<file path="src/rtl/instr_fetch.sv">
// rtl/instr_fetch.sv - instruction fetch stage: PC, imem request/response, redirect, flush, instret.
// Outputs come straight from flops or the state register, so no input reaches an output combinationally.
module instr_fetch #(
  parameter logic [31:0] RESET_PC = 32'h0000_0000
) (
  input  logic        clk,
  input  logic        rst,
  output logic        imem_req_valid,
  input  logic        imem_req_ready,
  output logic [31:0] imem_addr,
  input  logic        imem_rsp_valid,
  input  logic [31:0] imem_rsp_data,
  output logic [31:0] instr,
  output logic [31:0] instr_pc,
  output logic        instr_valid,
  input  logic        instr_ready,
  input  logic        redirect,
  input  logic [31:0] redirect_pc,
  input  logic        flush,
  input  logic [31:0] flush_pc,
  output logic        misaligned,
  output logic [31:0] instret
);

  typedef enum logic [1:0] {
    S_FETCH = 2'd0,
    S_WAIT  = 2'd1,
    S_HOLD  = 2'd2,
    S_HALT  = 2'd3
  } state_t;

  state_t      state_q, state_d;
  logic [31:0] fetch_pc_q, fetch_pc_d;
  logic [31:0] instr_q, instr_d;
  logic [31:0] instr_pc_q, instr_pc_d;
  logic        discard_q, discard_d;
  logic        misaligned_q, misaligned_d;
  logic [31:0] instret_q, instret_d;
  logic [31:0] retire_tgt;

  assign retire_tgt = redirect ? redirect_pc : instr_pc_q + 32'd4;

  always_comb begin
    state_d      = state_q;
    fetch_pc_d   = fetch_pc_q;
    instr_d      = instr_q;
    instr_pc_d   = instr_pc_q;
    discard_d    = discard_q;
    misaligned_d = misaligned_q;
    instret_d    = instret_q;

    case (state_q)
      S_FETCH: begin
        if (flush) begin
          fetch_pc_d = flush_pc;
          if (flush_pc[1:0] != 2'b00) begin
            state_d      = S_HALT;
            misaligned_d = 1'b1;
          end else if (imem_req_ready) begin
            // The request already went out for the old PC; its response must be dropped.
            state_d   = S_WAIT;
            discard_d = 1'b1;
          end
        end else if (imem_req_ready) begin
          state_d = S_WAIT;
        end
      end

      S_WAIT: begin
        if (flush) begin
          fetch_pc_d = flush_pc;
          if (flush_pc[1:0] != 2'b00) begin
            state_d      = S_HALT;
            misaligned_d = 1'b1;
          end else if (imem_rsp_valid) begin
            state_d   = S_FETCH;
            discard_d = 1'b0;
          end else begin
            discard_d = 1'b1;
          end
        end else if (imem_rsp_valid) begin
          if (discard_q) begin
            discard_d = 1'b0;
            state_d   = S_FETCH;
          end else begin
            instr_d    = imem_rsp_data;
            instr_pc_d = fetch_pc_q;
            state_d    = S_HOLD;
          end
        end
      end

      S_HOLD: begin
        if (flush) begin
          fetch_pc_d = flush_pc;
          if (flush_pc[1:0] != 2'b00) begin
            state_d      = S_HALT;
            misaligned_d = 1'b1;
          end else begin
            state_d = S_FETCH;
          end
        end else if (instr_ready) begin
          instret_d  = instret_q + 32'd1;
          fetch_pc_d = retire_tgt;
          if (retire_tgt[1:0] != 2'b00) begin
            state_d      = S_HALT;
            misaligned_d = 1'b1;
          end else begin
            state_d = S_FETCH;
          end
        end
      end

      default: begin
        state_d = S_HALT;
      end
    endcase
  end

  always_ff @(posedge clk) begin
    if (rst) begin
      state_q      <= S_FETCH;
      fetch_pc_q   <= RESET_PC;
      instr_q      <= 32'd0;
      instr_pc_q   <= 32'd0;
      discard_q    <= 1'b0;
      misaligned_q <= 1'b0;
      instret_q    <= 32'd0;
    end else begin
      state_q      <= state_d;
      fetch_pc_q   <= fetch_pc_d;
      instr_q      <= instr_d;
      instr_pc_q   <= instr_pc_d;
      discard_q    <= discard_d;
      misaligned_q <= misaligned_d;
      instret_q    <= instret_d;
    end
  end

  assign imem_req_valid = (state_q == S_FETCH);
  assign instr_valid    = (state_q == S_HOLD);
  assign imem_addr      = fetch_pc_q;
  assign instr          = instr_q;
  assign instr_pc       = instr_pc_q;
  assign misaligned     = misaligned_q;
  assign instret        = instret_q;

endmodule
</file>
<file path="config.mk">
export PLATFORM = sky130hd
export DESIGN_NAME = instr_fetch
export DESIGN_NICKNAME = d
export VERILOG_FILES = /design/src/rtl/instr_fetch.sv
export SDC_FILE = /design/constraint.sdc
export NUM_CORES = 1
export LEC_CHECK = 0
export BUFFER_PORTS_ARGS = -buffer_cell sky130_fd_sc_hd__buf_2
export CORE_MARGIN = 4
export CORE_UTILIZATION = 54
export DETAILED_ROUTE_END_ITERATION = 6
export GPL_ROUTABILITY_DRIVEN = 0
export PLACE_DENSITY_LB_ADDON = 0.08
export SYNTH_ARGS = -nofsm -noshare
export SYNTH_HDL_FRONTEND = slang
export SYNTH_SLANG_ARGS = --single-unit
</file>
<file path="constraint.sdc">
create_clock -name clk -period 3.3 [get_ports clk]
set_input_delay 0.495 -clock clk [delete_from_list [all_inputs] [get_ports clk]]
set_output_delay 0.495 -clock clk [all_outputs]
set_load 0.02 [all_outputs]
</file>
Yosys cells after proc, flatten, opt, wreduce, memory -nomap -nowiden
Cells that the tools add are included.
- register bits after elaboration: 132
- input bits: 103
- output and inout port bits: 131
- word-level logic and storage cells: 66
- add/subtract/negate cells: 2
- eq/ne operators: 11
- multiplexer cells: 32
- bitwise operators: 2
- reduce and logical (&&, ||, !) cells: 12
- operator list (cell ; number):
    two-way mux 32 bit ; 4
    case mux 32 bit (2 select lines) ; 1
    adder 32 x 1 -> 32 bit, second input constant ; 1
    adder 32 x 3 -> 32 bit, second input constant ; 1
    two-way mux 2 bit ; 12
    two-way mux 1 bit ; 12
    inequality test 3 bit, second input constant ; 3
    AND reduction 3 bit ; 3
    AND reduction 4 bit ; 2
    nonzero test 2 bit ; 4
    inequality test 2 x 1 -> 1 bit, second input constant ; 3
    inequality test 3 x 1 -> 1 bit, second input constant ; 2
    case mux 2 bit (3 select lines) ; 1
    AND reduction 6 bit ; 1
    case mux 1 bit (2 select lines) ; 2
    == test 2 x 1 -> 1 bit, second input constant ; 1
    == test 2 bit, second input constant ; 1
    logical NOT 2 bit ; 1
    inequality test 2 bit, second input constant ; 1
    NOT 1 bit ; 2
    OR reduction 2 bit ; 1

Depth between registers and ports, before layout
- word-level depth: 7
- depth in mapped cells: 8

Worst setup path before layout
Ideal clock, no wire load.
- kind: in2reg
- from: in flush
- to: reg instret_q[31] (netlist: instret[31])
- library setup time: 0.070 ns
- data arrival time: 1.915 ns
- required time: 3.230 ns
- slack: 1.314 ns
- cell stages on the path: 5
- buffers on the path: 0
- path through: nand4bb_4 > nor4_4 > nand3_1 > or4_1 > a21oi_1
- longest elaborated chain between the ends: 2
- RTL lines (element ; line ; RTL):
    from (decl) ; 19 ; input logic flush,
    NOT 1 bit (no source line) ; -- ;
    AND reduction 3 bit (no source line) ; -- ;
    to (signal assigned) ; 136 ; instret_q <= instret_d;
    to (decl) ; 38 ; logic [31:0] instret_q, instret_d;
Every way passes these cells.
A chain may end at the register's enable or synchronous reset.

Worst setup path after layout
- from: reg state_q[1]
- to: reg fetch_pc_q[22] (netlist: imem_addr[22])
- longest elaborated chain between the ends: 4
- elaborated cells between the ends (all ways): 9
- classes of those cells: 4 x eq/ne; 1 x mux; 4 x reduce/logical
- RTL lines (element ; line ; RTL):
    from (decl) ; 32 ; state_t state_q, state_d;
    from (signal assigned) ; 130 ; state_q <= state_d;
    == test 2 x 1 -> 1 bit / logical NOT 2 bit (equally long branches) ; 52 ; case (state_q)
    OR reduction 2 bit (no source line) ; -- ;
    inequality test 2 x 1 -> 1 bit (no source line) / nonzero test 2 bit (equally long branches) ; -- ;
    AND reduction 3 bit (no source line) ; -- ;
    to (signal assigned) ; 131 ; fetch_pc_q <= fetch_pc_d;
    to (decl) ; 33 ; logic [31:0] fetch_pc_q, fetch_pc_d;
Parallel ways exist; a longest one is shown, timed or not.

==> report_table.html <==
<table>
<tr><th>Metric</th><th>Value</th></tr>
<tr><th colspan="2">Run status</th></tr>
<tr><td>Outcome</td><td>complete, no violations</td></tr>
<tr><th colspan="2">Global routing</th></tr>
<tr><td>Number of global-route vias before repair</td><td>6230</td></tr>
<tr><td>Number of antenna violations at the first check in global routing</td><td>1</td></tr>
<tr><td>Largest net degree at the start of global routing</td><td>65</td></tr>
<tr><td>GR Overflow Total</td><td>0</td></tr>
<tr><td>Total global-route track usage</td><td>around 28%</td></tr>
<tr><td>Wire length of the first global-routing pass</td><td>30630 um</td></tr>
<tr><th colspan="2">Min path</th></tr>
<tr><td>Sink of the worst hold path</td><td>instr[24]</td></tr>
<tr><td>Min-Delay Path Class</td><td>input port to flop</td></tr>
<tr><td>Hold depth</td><td>3</td></tr>
<tr><td>Hold Path Origin</td><td>imem_rsp_data[24]</td></tr>
<tr><th colspan="2">Clocking</th></tr>
<tr><td>H-tree levels</td><td>4</td></tr>
<tr><td>Clock slew at reported path FFs</td><td>60 ps</td></tr>
<tr><td>CTS max path bufs</td><td>2</td></tr>
<tr><td>Clock tree from TritonCTS</td><td>built</td></tr>
<tr><td>Post-CTS Setup Repair Bufs</td><td>0</td></tr>
<tr><td>Root buffer cell</td><td>sky130_fd_sc_hd__clkbuf_16</td></tr>
<tr><td>CTS hold repair buffers</td><td>0</td></tr>
<tr><td>Insertion delay to the later sink of the worst-skew pair</td><td>approximately 420 ps</td></tr>
<tr><td>Resized Gates After CTS</td><td>0</td></tr>
<tr><td>Sinks on Clock Net</td><td>about 130</td></tr>
<tr><td>Num CTS Buffers</td><td>17</td></tr>
<tr><th colspan="2">Worst setup path</th></tr>
<tr><td>Slowest Stage Delay on Critical Path</td><td>830 ps</td></tr>
<tr><td>Data arrival time of the critical path</td><td>2750 ps</td></tr>
<tr><td>Setup slack on the worst flop-to-flop path</td><td>880 ps</td></tr>
<tr><td>Endpoint required time on the critical path</td><td>between 3000 and 4000 ps</td></tr>
<tr><td>Slowest cell on the critical path</td><td>sky130_fd_sc_hd__or3b_2</td></tr>
<tr><td>Reg-to-reg critical path startpoint</td><td>state_q[1]</td></tr>
<tr><td>Critical path's top delay family</td><td>simple AND/OR/NAND/NOR gates</td></tr>
<tr><td>Endpoint kind of the worst setup timing path</td><td>flop</td></tr>
<tr><td>Category of the most critical setup path</td><td>flop to flop</td></tr>
<tr><td>Worst setup SP type</td><td>flop</td></tr>
<tr><td>Critical-path maximum fanout</td><td>35</td></tr>
<tr><td>Worst path bufs/invs</td><td>0</td></tr>
<tr><td>Series of cell instances along the critical path</td><td>or3b_2 -&gt; nor2_1 -&gt; o21ai_0 -&gt; a311oi_1</td></tr>
<tr><td>R2r worst-path depth</td><td>4</td></tr>
<tr><td>Worst r2r dst</td><td>imem_addr[22]</td></tr>
<tr><th colspan="2">Logic synthesis</th></tr>
<tr><td>Post-synthesis instance area</td><td>between 6000 and 7000 sq um</td></tr>
<tr><td>Number of enable-type register cells in the synthesized netlist</td><td>0</td></tr>
<tr><td>Leading cell types by count after synthesis</td><td>sky130_fd_sc_hd__nand2_1 (183), sky130_fd_sc_hd__dfxtp_1 (132), sky130_fd_sc_hd__a21oi_1 (103), sky130_fd_sc_hd__nor2_1 (43), sky130_fd_sc_hd__clkbuf_1 (42)</td></tr>
<tr><td>Ys Warns</td><td>0</td></tr>
<tr><td>Dominant synthesized flop cell</td><td>sky130_fd_sc_hd__dfxtp_1</td></tr>
<tr><td>Count of unique library cells instantiated by Yosys</td><td>55</td></tr>
<tr><td>Portion of synthesized cell area occupied by the leading cell type</td><td>41.91%</td></tr>
<tr><td>Mapped Nets</td><td>915</td></tr>
<tr><td>Post-synthesis average cell area</td><td>between 7 and 8 sq um</td></tr>
<tr><td>Post-Syn Instances</td><td>between 800 and 900</td></tr>
<tr><td>Count of state elements after synthesis</td><td>132</td></tr>
<tr><td>Cell with the most instances after synthesis</td><td>sky130_fd_sc_hd__nand2_1</td></tr>
<tr><td>Sequential cell area fraction in the yosys report</td><td>between 40% and 50%</td></tr>
<tr><td>Leading area contributor after synthesis</td><td>sky130_fd_sc_hd__dfxtp_1</td></tr>
<tr><td>Post-synthesis async set-or-reset flop share</td><td>0%</td></tr>
<tr><td>Area contributors post-synth</td><td>sky130_fd_sc_hd__dfxtp_1 (42%), sky130_fd_sc_hd__nand2_1 (11%), sky130_fd_sc_hd__a21oi_1 (8.2%)</td></tr>
<tr><th colspan="2">Pwr</th></tr>
<tr><td>Combinational share of power</td><td>about an eighth</td></tr>
<tr><td>Maximum ir drop on the vdd rail</td><td>376.9 uV</td></tr>
<tr><td>Power density of the placed cells</td><td>519.6 nW/um^2</td></tr>
<tr><td>Seq pwr share</td><td>40.4%</td></tr>
<tr><td>Clk pwr share</td><td>47.6%</td></tr>
<tr><td>Overall power consumption</td><td>4.263 mW</td></tr>
<tr><td>Switching Power</td><td>1.086 mW</td></tr>
<tr><td>Total leakage power</td><td>3.388 nW</td></tr>
<tr><td>Fraction of power spent switching nets</td><td>25.48%</td></tr>
<tr><td>Int Pwr</td><td>3.177 mW</td></tr>
<tr><th colspan="2">Detailed routing</th></tr>
<tr><td>Detail Route Antenna Nets</td><td>0</td></tr>
<tr><td>Detailed-route DRC error count</td><td>0</td></tr>
<tr><td>Detailed-router iteration count before antenna repair</td><td>7</td></tr>
<tr><td>Wire length per cell</td><td>16.47 um</td></tr>
<tr><td>Vias/cell</td><td>5.749</td></tr>
<tr><td>Number of vias in the routed layout</td><td>~6800</td></tr>
<tr><td>Number of violations reported at the end of detailed-routing iteration 0</td><td>625</td></tr>
<tr><td>Routed WL</td><td>between 15000 and 20000 um</td></tr>
<tr><th colspan="2">STA</th></tr>
<tr><td>Final Hold Slack</td><td>312.4 ps</td></tr>
<tr><td>Final setup skew</td><td>roughly 7.7 ps</td></tr>
<tr><td>Max-slew violation count</td><td>0</td></tr>
<tr><td>Slew at the pin closest to its max-slew limit</td><td>831.2 ps</td></tr>
<tr><td>Rel. slew slack</td><td>44.58%</td></tr>
<tr><td>RSZ-0062 raised after global routing</td><td>false</td></tr>
<tr><td>Crit path setup slack, layout</td><td>880.2 ps</td></tr>
<tr><td>Final total negative setup slack</td><td>0 ps</td></tr>
<tr><td>Minimum clock period</td><td>roughly 2400 ps</td></tr>
<tr><td>Hold Vio Cnt, Final</td><td>0</td></tr>
<tr><td>Number of setup violations in the final report</td><td>0</td></tr>
<tr><td>Maximum clock rate</td><td>just over 400 MHz</td></tr>
<tr><td>Share of the clock period used by the worst path after layout</td><td>73.33%</td></tr>
<tr><th colspan="2">Layout</th></tr>
<tr><td>Layout cell share with drive strength beyond 1</td><td>28.23%</td></tr>
<tr><td>Nets</td><td>1123</td></tr>
<tr><td>Final std cells w/o fill</td><td>1175</td></tr>
<tr><td>Area delta synth-&gt;final</td><td>30.13%</td></tr>
<tr><th colspan="2">Die</th></tr>
<tr><td>Die width</td><td>116.1 um</td></tr>
<tr><td>Top-Level Pins</td><td>234</td></tr>
<tr><td>Height of the die</td><td>116.1 um</td></tr>
<tr><td>Std-Cell Core Area</td><td>11420 sq um</td></tr>
<tr><td>Die ar.</td><td>13470 sq um</td></tr>
<tr><td>Number of cell rows</td><td>39</td></tr>
<tr><td>Effective utilization at floorplan</td><td>55.22%</td></tr>
<tr><th colspan="2">Place</th></tr>
<tr><td>Instance count after placement with tap cells included</td><td>~1100</td></tr>
<tr><td>Placement Setup Slack</td><td>about 760 ps</td></tr>
<tr><td>Number of port buffers</td><td>between 200 and 250</td></tr>
<tr><td>Detail Placement HPWL</td><td>13250 um</td></tr>
<tr><th colspan="2">Job</th></tr>
<tr><td>Max-cap check violation count</td><td>0</td></tr>
</table>
-- power groups by stage --
| stage | Sequential [mW] | Clock, mW | Combinational (mW) |
|---|---|---|---|
| 6_report | 1.72 | 2.03 | 0.511 |
| 5_1_grt | 1.73 | 2.13 | 0.559 |
| 4_1_cts | 1.72 | 2.05 | 0.509 |
| 3_5_place_dp | 1.75 | 0 | 0.506 |
| 3_3_place_gp | 1.75 | 0 | 0.502 |
| 2_1_floorplan | 1.81 | 0 | 0.242 |
-- cells by family after synthesis --
logic type	after synthesis	synth area share [%]
AOI/OAI and AO/OA	212	20.38
xor gates and xnor gates	35	4.862
adders and majority gates	2	0.3968
buffers and inverters	68	4.247
DFF	132	41.91
muxes	5	0.8137
and+or+nand+nor	356	27.39
-- routing by layer --
layer	part of all wire (%)	track usage, %
met1	42	37.55
met3	8.8	8.042
met4	2.4	10.75
met2	46	44.50
met5	0.067	0
-- cell type report --
class	instances	area, sq um
clock inverter	11	173.9
clock buffer	21	470.5
sequential	132	2643
antenna	1	2.502
fill	967	3214
multi-input combinational	610	3408
timing repair buffer	248	1294
inverter	9	33.78
tap	143	178.9
-- stage by stage --
step	util, %	area, sq um
after floorplan	-	6305
after global placement	66.18	7557
after detailed placement	66.18	7557
after CTS	71.83	8202
after global routing	71.83	8202
final	71.85	8204
-- tightest hold or removal path: cells and delay by family --
kind                   cells  cell delay (ps)
buffers and inverters      1               90
AO/OA/AOI/OAI              1               50
AND/OR/NAND/NOR            1               40
-- state kept, by name (all words and copies together) (netlist names) --
signal / flops
discard_q: 1
imem_addr: 32
instr: 32
instr_pc: 32
instret: 32
misaligned: 1
state_q: 2
-- worst max-delay path by stage --
stage | depth (start not counted) | to | startpoint | slack (ps)
after CTS | 4 | imem_addr[22] | state_q[1] | 880
after global routing | 4 | imem_addr[28] | state_q[1] | 670
after global placement | 5 | imem_addr[22] | flush | 780
final | 4 | imem_addr[22] | state_q[1] | 880
after floorplan | 5 | instret[31] | flush | 1310
after detailed placement | 5 | imem_addr[22] | flush | 760
-- placed cells by master, fill, tap and decap left out, types with 16 or more instances in the layout --
master,instances
sky130_fd_sc_hd__or3_1,16
sky130_fd_sc_hd__nand3_1,29
sky130_fd_sc_hd__xor2_1,20
sky130_fd_sc_hd__a21oi_1,103
sky130_fd_sc_hd__nand2_1,183
sky130_fd_sc_hd__o21ai_0,31
sky130_fd_sc_hd__buf_2,232
sky130_fd_sc_hd__clkbuf_16,17
sky130_fd_sc_hd__nand4_1,19
sky130_fd_sc_hd__dfxtp_1,132
sky130_fd_sc_hd__nor2_1,43
Note: power is estimated with default switching activity, not from simulation.
